`src/rtl/fft_seq_pkg.sv`:
```
// Shared constants and FSM state encoding for the FFT frame sequencer.
package fft_seq_pkg;

    localparam int FFT_N  = 16;
    localparam int FFT_DW = 16;
    localparam int FFT_RW = 32;

    typedef enum logic [1:0] {
        S_IDLE = 2'd0,
        S_RUN  = 2'd1,
        S_OUT  = 2'd2
    } seq_state_t;

endpackage

```
`src/rtl/fft_pingpong_buf.sv`:
```
// Ping-pong sample buffer: fills one bank from the FIR stream while the other
// bank is presented to the FFT datapath. The accept decision comes from the FSM.
module fft_pingpong_buf
    import fft_seq_pkg::*;
#(
    parameter int N  = FFT_N,
    parameter int DW = FFT_DW
) (
    input  logic            i_clk,
    input  logic            i_rst,
    input  logic            i_fir_valid,
    input  logic [DW-1:0]   i_fir_d,
    input  logic            i_accept,
    output logic            o_frame_done,
    output logic [N*DW-1:0] o_fft_x
);

    localparam int AW = $clog2(N);

    logic [DW-1:0] r_bank [2][N];
    logic [AW-1:0] r_wcnt;
    logic          r_wbank;
    logic          r_rbank;

    assign o_frame_done = i_fir_valid && (r_wcnt == AW'(N - 1));

    always_ff @(posedge i_clk) begin
        if (i_rst) begin
            for (int b = 0; b < 2; b++) begin
                for (int k = 0; k < N; k++) begin
                    r_bank[b][k] <= '0;
                end
            end
            r_wcnt  <= '0;
            r_wbank <= 1'b0;
            r_rbank <= 1'b0;
        end else begin
            if (i_fir_valid) begin
                r_bank[r_wbank][r_wcnt] <= i_fir_d;
                // N is a power of two, so the counter wraps to 0 after N-1 on its own
                r_wcnt <= r_wcnt + AW'(1);
            end
            // A dropped frame leaves wbank alone so the next frame overwrites it
            if (i_accept) begin
                r_wbank <= ~r_wbank;
                r_rbank <= r_wbank;
            end
        end
    end

    always_comb begin
        o_fft_x = '0;
        for (int k = 0; k < N; k++) begin
            o_fft_x[k*DW +: DW] = r_bank[r_rbank][k];
        end
    end

endmodule

```
`src/rtl/fft_frame_sequencer.sv`:
```
// Frame controller between the FIR stream and the 16-point FFT datapath.
// Optional FFT_SEQ_DROP_CNT_EN adds the saturating drop_cnt output.
module fft_frame_sequencer
    import fft_seq_pkg::*;
#(
    parameter int N  = FFT_N,
    parameter int DW = FFT_DW,
    parameter int RW = FFT_RW
) (
    input  logic            clk,
    input  logic            rst,
    input  logic            fir_valid,
    input  logic [DW-1:0]   fir_d,
    output logic            fft_start,
    output logic [N*DW-1:0] fft_x,
    input  logic            fft_done,
    input  logic [N*RW-1:0] fft_res,
    output logic            bin_valid,
    input  logic            bin_ready,
    output logic [3:0]      bin_idx,
    output logic [RW-1:0]   bin_d,
    output logic            bin_last,
    output seq_state_t      dbg_state,
    output logic            frame_drop
`ifdef FFT_SEQ_DROP_CNT_EN
    ,
    output logic [15:0]     drop_cnt
`endif
);

    // Output handshake: a beat transfers on a cycle where bin_valid && bin_ready;
    // bin_idx/bin_d/bin_last hold while bin_valid is high and bin_ready is low.

    seq_state_t      r_state;
    seq_state_t      w_state_nxt;
    logic [3:0]      r_bin_idx;
    logic [N*RW-1:0] r_res;
    logic            r_fft_start;
    logic            r_frame_drop;
    logic            w_frame_done;
    logic            w_last_hs;
    logic            w_accept;
    logic            w_drop;

    fft_pingpong_buf #(.N(N), .DW(DW)) u_buf (
        .i_clk        (clk),
        .i_rst        (rst),
        .i_fir_valid  (fir_valid),
        .i_fir_d      (fir_d),
        .i_accept     (w_accept),
        .o_frame_done (w_frame_done),
        .o_fft_x      (fft_x)
    );

    assign w_last_hs = (r_state == S_OUT) && bin_ready && (r_bin_idx == 4'(N - 1));
    assign w_accept  = w_frame_done && ((r_state == S_IDLE) || w_last_hs);
    assign w_drop    = w_frame_done && !w_accept;

    always_comb begin
        w_state_nxt = r_state;
        bin_valid   = 1'b0;
        case (r_state)
            S_IDLE: if (w_accept) w_state_nxt = S_RUN;
            S_RUN:  if (fft_done) w_state_nxt = S_OUT;
            S_OUT: begin
                bin_valid = 1'b1;
                if (w_last_hs) w_state_nxt = w_accept ? S_RUN : S_IDLE;
            end
            default: w_state_nxt = S_IDLE;
        endcase
    end

    always_ff @(posedge clk) begin
        if (rst) begin
            r_state      <= S_IDLE;
            r_bin_idx    <= '0;
            r_res        <= '0;
            r_fft_start  <= 1'b0;
            r_frame_drop <= 1'b0;
        end else begin
            r_state      <= w_state_nxt;
            r_fft_start  <= w_accept;
            r_frame_drop <= w_drop;
            if ((r_state == S_RUN) && fft_done) begin
                r_res     <= fft_res;
                r_bin_idx <= '0;
            end else if (w_last_hs) begin
                r_bin_idx <= '0;
            end else if ((r_state == S_OUT) && bin_ready) begin
                r_bin_idx <= r_bin_idx + 4'd1;
            end
        end
    end

    assign fft_start  = r_fft_start;
    assign frame_drop = r_frame_drop;
    assign bin_idx    = r_bin_idx;
    assign bin_d      = r_res[r_bin_idx*RW +: RW];
    assign bin_last   = (r_bin_idx == 4'(N - 1));
    assign dbg_state  = r_state;

`ifdef FFT_SEQ_DROP_CNT_EN
    logic [15:0] r_drop_cnt;

    always_ff @(posedge clk) begin
        if (rst) begin
            r_drop_cnt <= '0;
        end else if (w_drop && (r_drop_cnt != 16'hFFFF)) begin
            r_drop_cnt <= r_drop_cnt + 16'd1;
        end
    end

    assign drop_cnt = r_drop_cnt;
`endif

endmodule
```
`config.mk`:
```
export PLATFORM = sky130hd
export DESIGN_NAME = fft_frame_sequencer
export DESIGN_NICKNAME = d
export VERILOG_FILES = /design/src/rtl/fft_seq_pkg.sv /design/src/rtl/fft_pingpong_buf.sv /design/src/rtl/fft_frame_sequencer.sv
export SDC_FILE = /design/constraint.sdc
export NUM_CORES = 2
export LEC_CHECK = 0
export BUFFER_PORTS_ARGS = -buffer_cell sky130_fd_sc_hd__clkbuf_2
export CELL_PAD_IN_SITES_DETAIL_PLACEMENT = 0
export CELL_PAD_IN_SITES_GLOBAL_PLACEMENT = 1
export CORE_ASPECT_RATIO = 0.75
export CORE_MARGIN = 3
export CORE_UTILIZATION = 24
export DETAILED_ROUTE_END_ITERATION = 10
export PLACE_DENSITY_LB_ADDON = 0.1
export SLEW_MARGIN = 20
export SYNTH_ARGS = -nofsm -noshare
export SYNTH_HDL_FRONTEND = slang
export SYNTH_SLANG_ARGS = --single-unit
```
`constraint.sdc`:
```
create_clock -name clk -period 3.12 [get_ports clk]
set_input_delay 0.312 -clock clk [delete_from_list [all_inputs] [get_ports clk]]
set_output_delay 0.312 -clock clk [all_outputs]
set_load 0.02 [all_outputs]
```
## Yosys cells after proc, flatten, opt, wreduce, memory -nomap -nowiden

Memory sizes are Yosys's and may differ from the RTL's. A register that Yosys moved wholly into a read port is not among the register bits.
Index checks and enable logic that the tools add are counted.

| cells by class | value |
|---|---|
| bitwise gates (word level) | 2 |
| add/subtract/negate cells | 2 |
| equality and inequality tests | 7 |
| shift operators | 1 |
| reduce and logical (&&, ||, !) cells | 13 |
| $lt $le $gt $ge | 2 |
| muxes and demuxes | 18 |

Operators with widths:

| cell | number |
|---|---|
| 2-to-1 mux 256 bit | 3 |
| indexed part select 512 x 10 -> 32 bit | 1 |
| OR reduction 256 bit | 1 |
| demux 16 bit (select 4 bit) | 1 |
| 2-to-1 mux 16 bit | 1 |
| 2-to-1 mux 1 bit | 9 |
| adder 4 x 1 -> 4 bit (second input constant) | 2 |
| == test 4 bit (second input constant) | 2 |
| logical AND 1 bit | 7 |
| 2-to-1 mux 2 bit | 3 |
| inequality test 2 bit (second input constant) | 3 |
| one-hot mux 2 bit (3 select lines) | 1 |
| >= comparator 5 bit (second input constant) | 1 |
| < comparator 5 x 1 -> 1 bit (second input constant) | 1 |
| NOT 4 -> 5 bit | 1 |
| AND reduction 3 bit | 1 |
| OR reduction 3 bit | 1 |
| == test 2 x 1 -> 1 bit (second input constant) | 1 |
| == test 2 bit (second input constant) | 1 |
| zero test 2 bit | 1 |
| zero test 1 bit | 1 |
| logical OR 1 bit | 1 |
| NOT 1 bit | 1 |

| storage, ports and cells | value |
|---|---|
| register bits after elaboration | 526 |
| bits in writable memories | 512 |
| bits of input ports | 533 |
| memories | 1 |

Memory list:

| memory | depth | width | rd ports | clocked after memory_dff | write ports | line | source |
|---|---|---|---|---|---|---|---|
| u_buf.r_bank | 2 | 256 | 1 | 1 | 2 | fft_pingpong_buf.sv:20 | `logic [DW-1:0] r_bank [2][N];` |

## Longest topological paths before layout

| logic depth | value |
|---|---|
| word-level depth | 8 |
| gate-level depth with buffers | 8 |

## By module

A second synthesis with hierarchy kept.

| unflattened totals | value |
|---|---|
| cell total of the unflattened synthesis | 3845 |
| area, all modules | 43112.6 µm² |

Modules (own cells, without submodules):

| module | area each (µm²) | seq. area each (µm²) | instances | cells each |
|---|---|---|---|---|
| fft_frame_sequencer | 21667.0 | 10410.0 | 1 | 2529 |
| fft_pingpong_buf | 21445.6 | 15514.9 | 1 | 1316 |

## Least setup slack after synthesis

Ideal clock, no wire load.

| timing | value |
|---|---|
| path type | input -> register |
| start | input fir_valid |
| end | memory u_buf.r_bank[0][160] (netlist name), enable pin |
| setup slack | 0.384 ns |
| data arrival time | 2.325 ns |
| cell stages on the path | 7 |
| buffers on the path | 3 |
| path through | buf_6 -> nor2b_4 -> buf_6 -> and2_1 -> clkbuf_1 -> nand2_2 -> o21ai_0 |

RTL lines:

| element | line | source |
|---|---|---|
| from (decl) | fft_frame_sequencer.sv:12 | `input logic fir_valid,` |
| to (decl) | fft_pingpong_buf.sv:20 |  |

## Worst setup path in the final report

| timing | value |
|---|---|
| start | register r_bin_idx[0], in the netlist bin_idx[0] |
| end | output bin_d[20] |

| between the ends | value |
|---|---|
| word-level cells in the longest chain between the ends | 1 |

RTL lines:

| element | line | source |
|---|---|---|
| from (decl) | fft_frame_sequencer.sv:36 | `logic [3:0] r_bin_idx;` |
| from (signal assigned) | fft_frame_sequencer.sv:90 | `r_bin_idx <= r_bin_idx + 4'd1;` |
| indexed part select 512 x 10 -> 32 bit | fft_frame_sequencer.sv:98 | `assign bin_d = r_res[r_bin_idx*RW +: RW];` |
| to (decl) | fft_frame_sequencer.sv:21 | `output logic [RW-1:0] bin_d,` |

Every way passes these cells.

==> results.toml <==
[grt]
gr-usage-all-layers = 0.205
grt_pass1_vias = 34400
grt_pass1_wl_mm = 263
grt_max_degree = 182
grt_overflow = 0
antenna_found_initial = 33

[placed_design]
gp_congestion = 0.808
place_inst = 6749
dp_hpwl_mm = 135
port_buffers = 830

[clock_tree]
cts_max_level = 3
numCtsBuffers = 114
clockBufferDepth = 3
clk_pin_slew_ps = 60
clock-sinks = 1039
cts_tree = "built"
clkLatencyLatePin_ps = 760
cts_root_buffer = "clkbuf_16"

[die]
io_pins = 831
start_util = 0.242
die_w_um = 489
coreArea_sq_um = 173000
num_rows = 132
die_area_sq_um = 180000
fp.dieH_um = 368

[timing]
relSlewSlack = 0.236
finalCritPeriodShare = 1.00
setup_ws_ps = -3.63
worst_pin_slew_ps = 1140
setup_violations = 1
fin_crit_ps = 3120
fin_skew_ps = 48.1
tns_ps = -3.63
max_freq_mhz = 320
hold_violations = 0
slew_viol_final = 0
grt_setup_unrepaired = "yes"

[setup_path]
critPathLaunchType = "flip-flop"
worstPathMaxFanout = 7
cpMaxStageDelayCell = "mux4_2"
worst-setup-path-type = "flip-flop to output port"
cp_cell_sequence = "buf_12 > buf_16 > buf_12 > buf_6 > mux4_2 > o22ai_4 > nor2_1 > buf_4"
r2r_start = "u_buf.r_wcnt[1]$_SDFFE_PP0P_"
cp_common_cell = "buf_12"
arrival_ps = 2810
reg2reg_to = "u_buf.r_bank[1][46]$_DFFE_PP_"
reg2reg_slack_ps = 150
reg2reg_depth = 7
endpoint_kind = "output port"
max_stage_delay_ps = 640
critPathRequiredTime_ps = 2810

[yosys]
synth_top_area_share = 0.366
synthArstFlopShare = 0
yosysUniqueCellTypes = 43
syn_area_sq_um = 42000
synth_most_common_cell = "nand2_1"
synthTopCellsByArea = "edfxtp_1 37%, dfxtp_1 25%, nand2_1 9.4%, mux2_2 6.9%, mux4_2 6.9%"
synth-edff-count = 512
ys_seq_elements = 1039
ys_seq_area_frac = 0.617
syn_nets = 4322
synthCells = 3784
synth_area_leader_cell = "edfxtp_1"
syn_avg_cell_area_sq_um = 11.1
synthTopCellsByCount = "1,051 x nand2_1, 527 x dfxtp_1, 514 x a21oi_1, 512 x edfxtp_1, 301 x nor2_1"
yosysWarnings = 0
ys.flop_type = "dfxtp_1"

[hold_path]
hold_start = "rst"
min_path_cells = 4
hold_path_class = "input pin to flip-flop"
hold-path-endpoint = "fft_start$_SDFF_PP0_"

[detailed_routing]
drt-initial-drc-count = 2338
antenna_left = 0
dr.pass1.iters = 5
drc = 0
wirelength_mm = 191
vias = 33900
wl_per_cell_um = 25.3
avgViaCountPerCell = 4.50

[final_layout]
layout-drive-gt1-share = 0.321
stdcell_count = 7544
fin_nets = 5692
syn_to_final_growth_pct = 42.3
nFillCells = 17600
final-seq-area_sq_um = 25900
multi_input_area_sq_um = 15300

[pwr]
vdd_drop_max_v = 0.000448
p_leak_nw = 22.3
p_per_area_nw_per_um2 = 522

[run]
drv_cap = 0

[outcome]
outcome = "finished, violations left"
violations = "setup timing"
==> registers in the layout, indices dropped and copies added (netlist names), named ones only <==
signal and cells:
bin_idx 4, fft_start 1, u_buf.r_bank 512, dbg_state 2, u_buf.r_wcnt 4, u_buf.r_rbank 1, u_buf.r_wbank 1, frame_drop 1
r_res 512
==> worst max-delay path, delay by kind of cell, from the launching register on <==
family	cells	cell delay, ps
muxes	1	640
and+or+nand+nor	1	70
buffers and inverters	5	660
DFF	1	390
AOI/OAI and AO/OA	1	250
==> where the power goes <==
group,switching (W),leakage [nW],internal (W)
Combinational,0.00130,10.9,0.000988
Clock,0.00609,1.87,0.00805
Sequential,0.0000978,9.53,0.0147
Total,0.00749,22.3,0.0237
==> cell type report <==
type                            instances  share of cell area
Clock buffer                          154              0.0529
Tap cell                             2278              0.0477
Inverter                                5            0.000314
Multi-Input combinational cell       2442               0.256
Sequential cell                      1039               0.434
Antenna cell                           19            0.000795
Timing Repair Buffer                 1552               0.196
Clock inverter                         55              0.0114
==> cell families after synthesis <==
| group | Yosys count | synth area share |
|---|---|---|
| DFF | 1039 | 0.617 |
| buffers and inverters | 303 | 0.0326 |
| AOI/OAI and AO/OA | 615 | 0.0761 |
| and+or+nand+nor | 1427 | 0.133 |
| xor gates and xnor gates | 6 | 0.00125 |
| muxes | 389 | 0.138 |
| adders and majority gates | 5 | 0.00149 |
==> worst max-delay path by stage <==
stage	from	endpoint	slack (ps)
after detailed placement	u_buf.r_wcnt[1]$_SDFFE_PP0P_	u_buf.r_bank[1][158]$_DFFE_PP_	80
final	bin_idx[0]$_SDFFE_PP0P_	bin_d[20]	-4
after CTS	bin_idx[0]$_SDFFE_PP0P_	bin_d[4]	-100
after floorplan	fir_valid	u_buf.r_bank[0][160]$_SDFFCE_PN0P_	380
after global placement	u_buf.r_wcnt[1]$_SDFFE_PP0P_	u_buf.r_bank[1][158]$_DFFE_PP_	110
after global routing	bin_idx[0]$_SDFFE_PP0P_	bin_d[20]	-130
==> stage by stage <==
step                      area [sq um]  utilization  hold WS [ps]  total power (W)  worst slack (ps)
after floorplan                  42000            -           433           0.0157               384
after global placement           49200        0.284           438           0.0168               106
after detailed placement         49200        0.284           444           0.0168              81.4
after CTS                        59300        0.342          24.3           0.0317              -102
after global routing             59700        0.345          89.0           0.0323              -132
final                            59800        0.345          99.4           0.0312             -3.63
==> placed cells by master (no fill, tap or decap), types with 19 or more instances in the layout <==
| master | n |
|---|---|
| buf_12 | 32 |
| clkbuf_1 | 24 |
| nand2_1 | 1051 |
| clkbuf_16 | 116 |
| o22ai_4 | 19 |
| clkbuf_2 | 807 |
| o22ai_2 | 36 |
| buf_4 | 132 |
| diode_2 | 19 |
| nor2_1 | 286 |
| buf_6 | 28 |
| mux2_2 | 256 |
| dlygate4sd3_1 | 530 |
| a21oi_1 | 514 |
| clkinv_2 | 19 |
| mux4_2 | 128 |
| o21ai_1 | 29 |
| edfxtp_1 | 512 |
| dfxtp_1 | 523 |
==> routing by layer <==
metal | track usage | wire length [um]
met1 | 0.283 | 87800
met2 | 0.333 | 90500
met3 | 0.0321 | 7590
met4 | 0.0497 | 4970
met5 | 0 | 34
==> timing repair <==
item,in CTS,in global routing
cloned,7,2
pin swaps,10,27
endpoints found under the hold margin,532,0
setup endpoints to repair,32,59
hold buffers,530,0
resized for setup,83,106
buffers inserted,22,7
No activity file was read; power rests on OpenSTA's default activity.
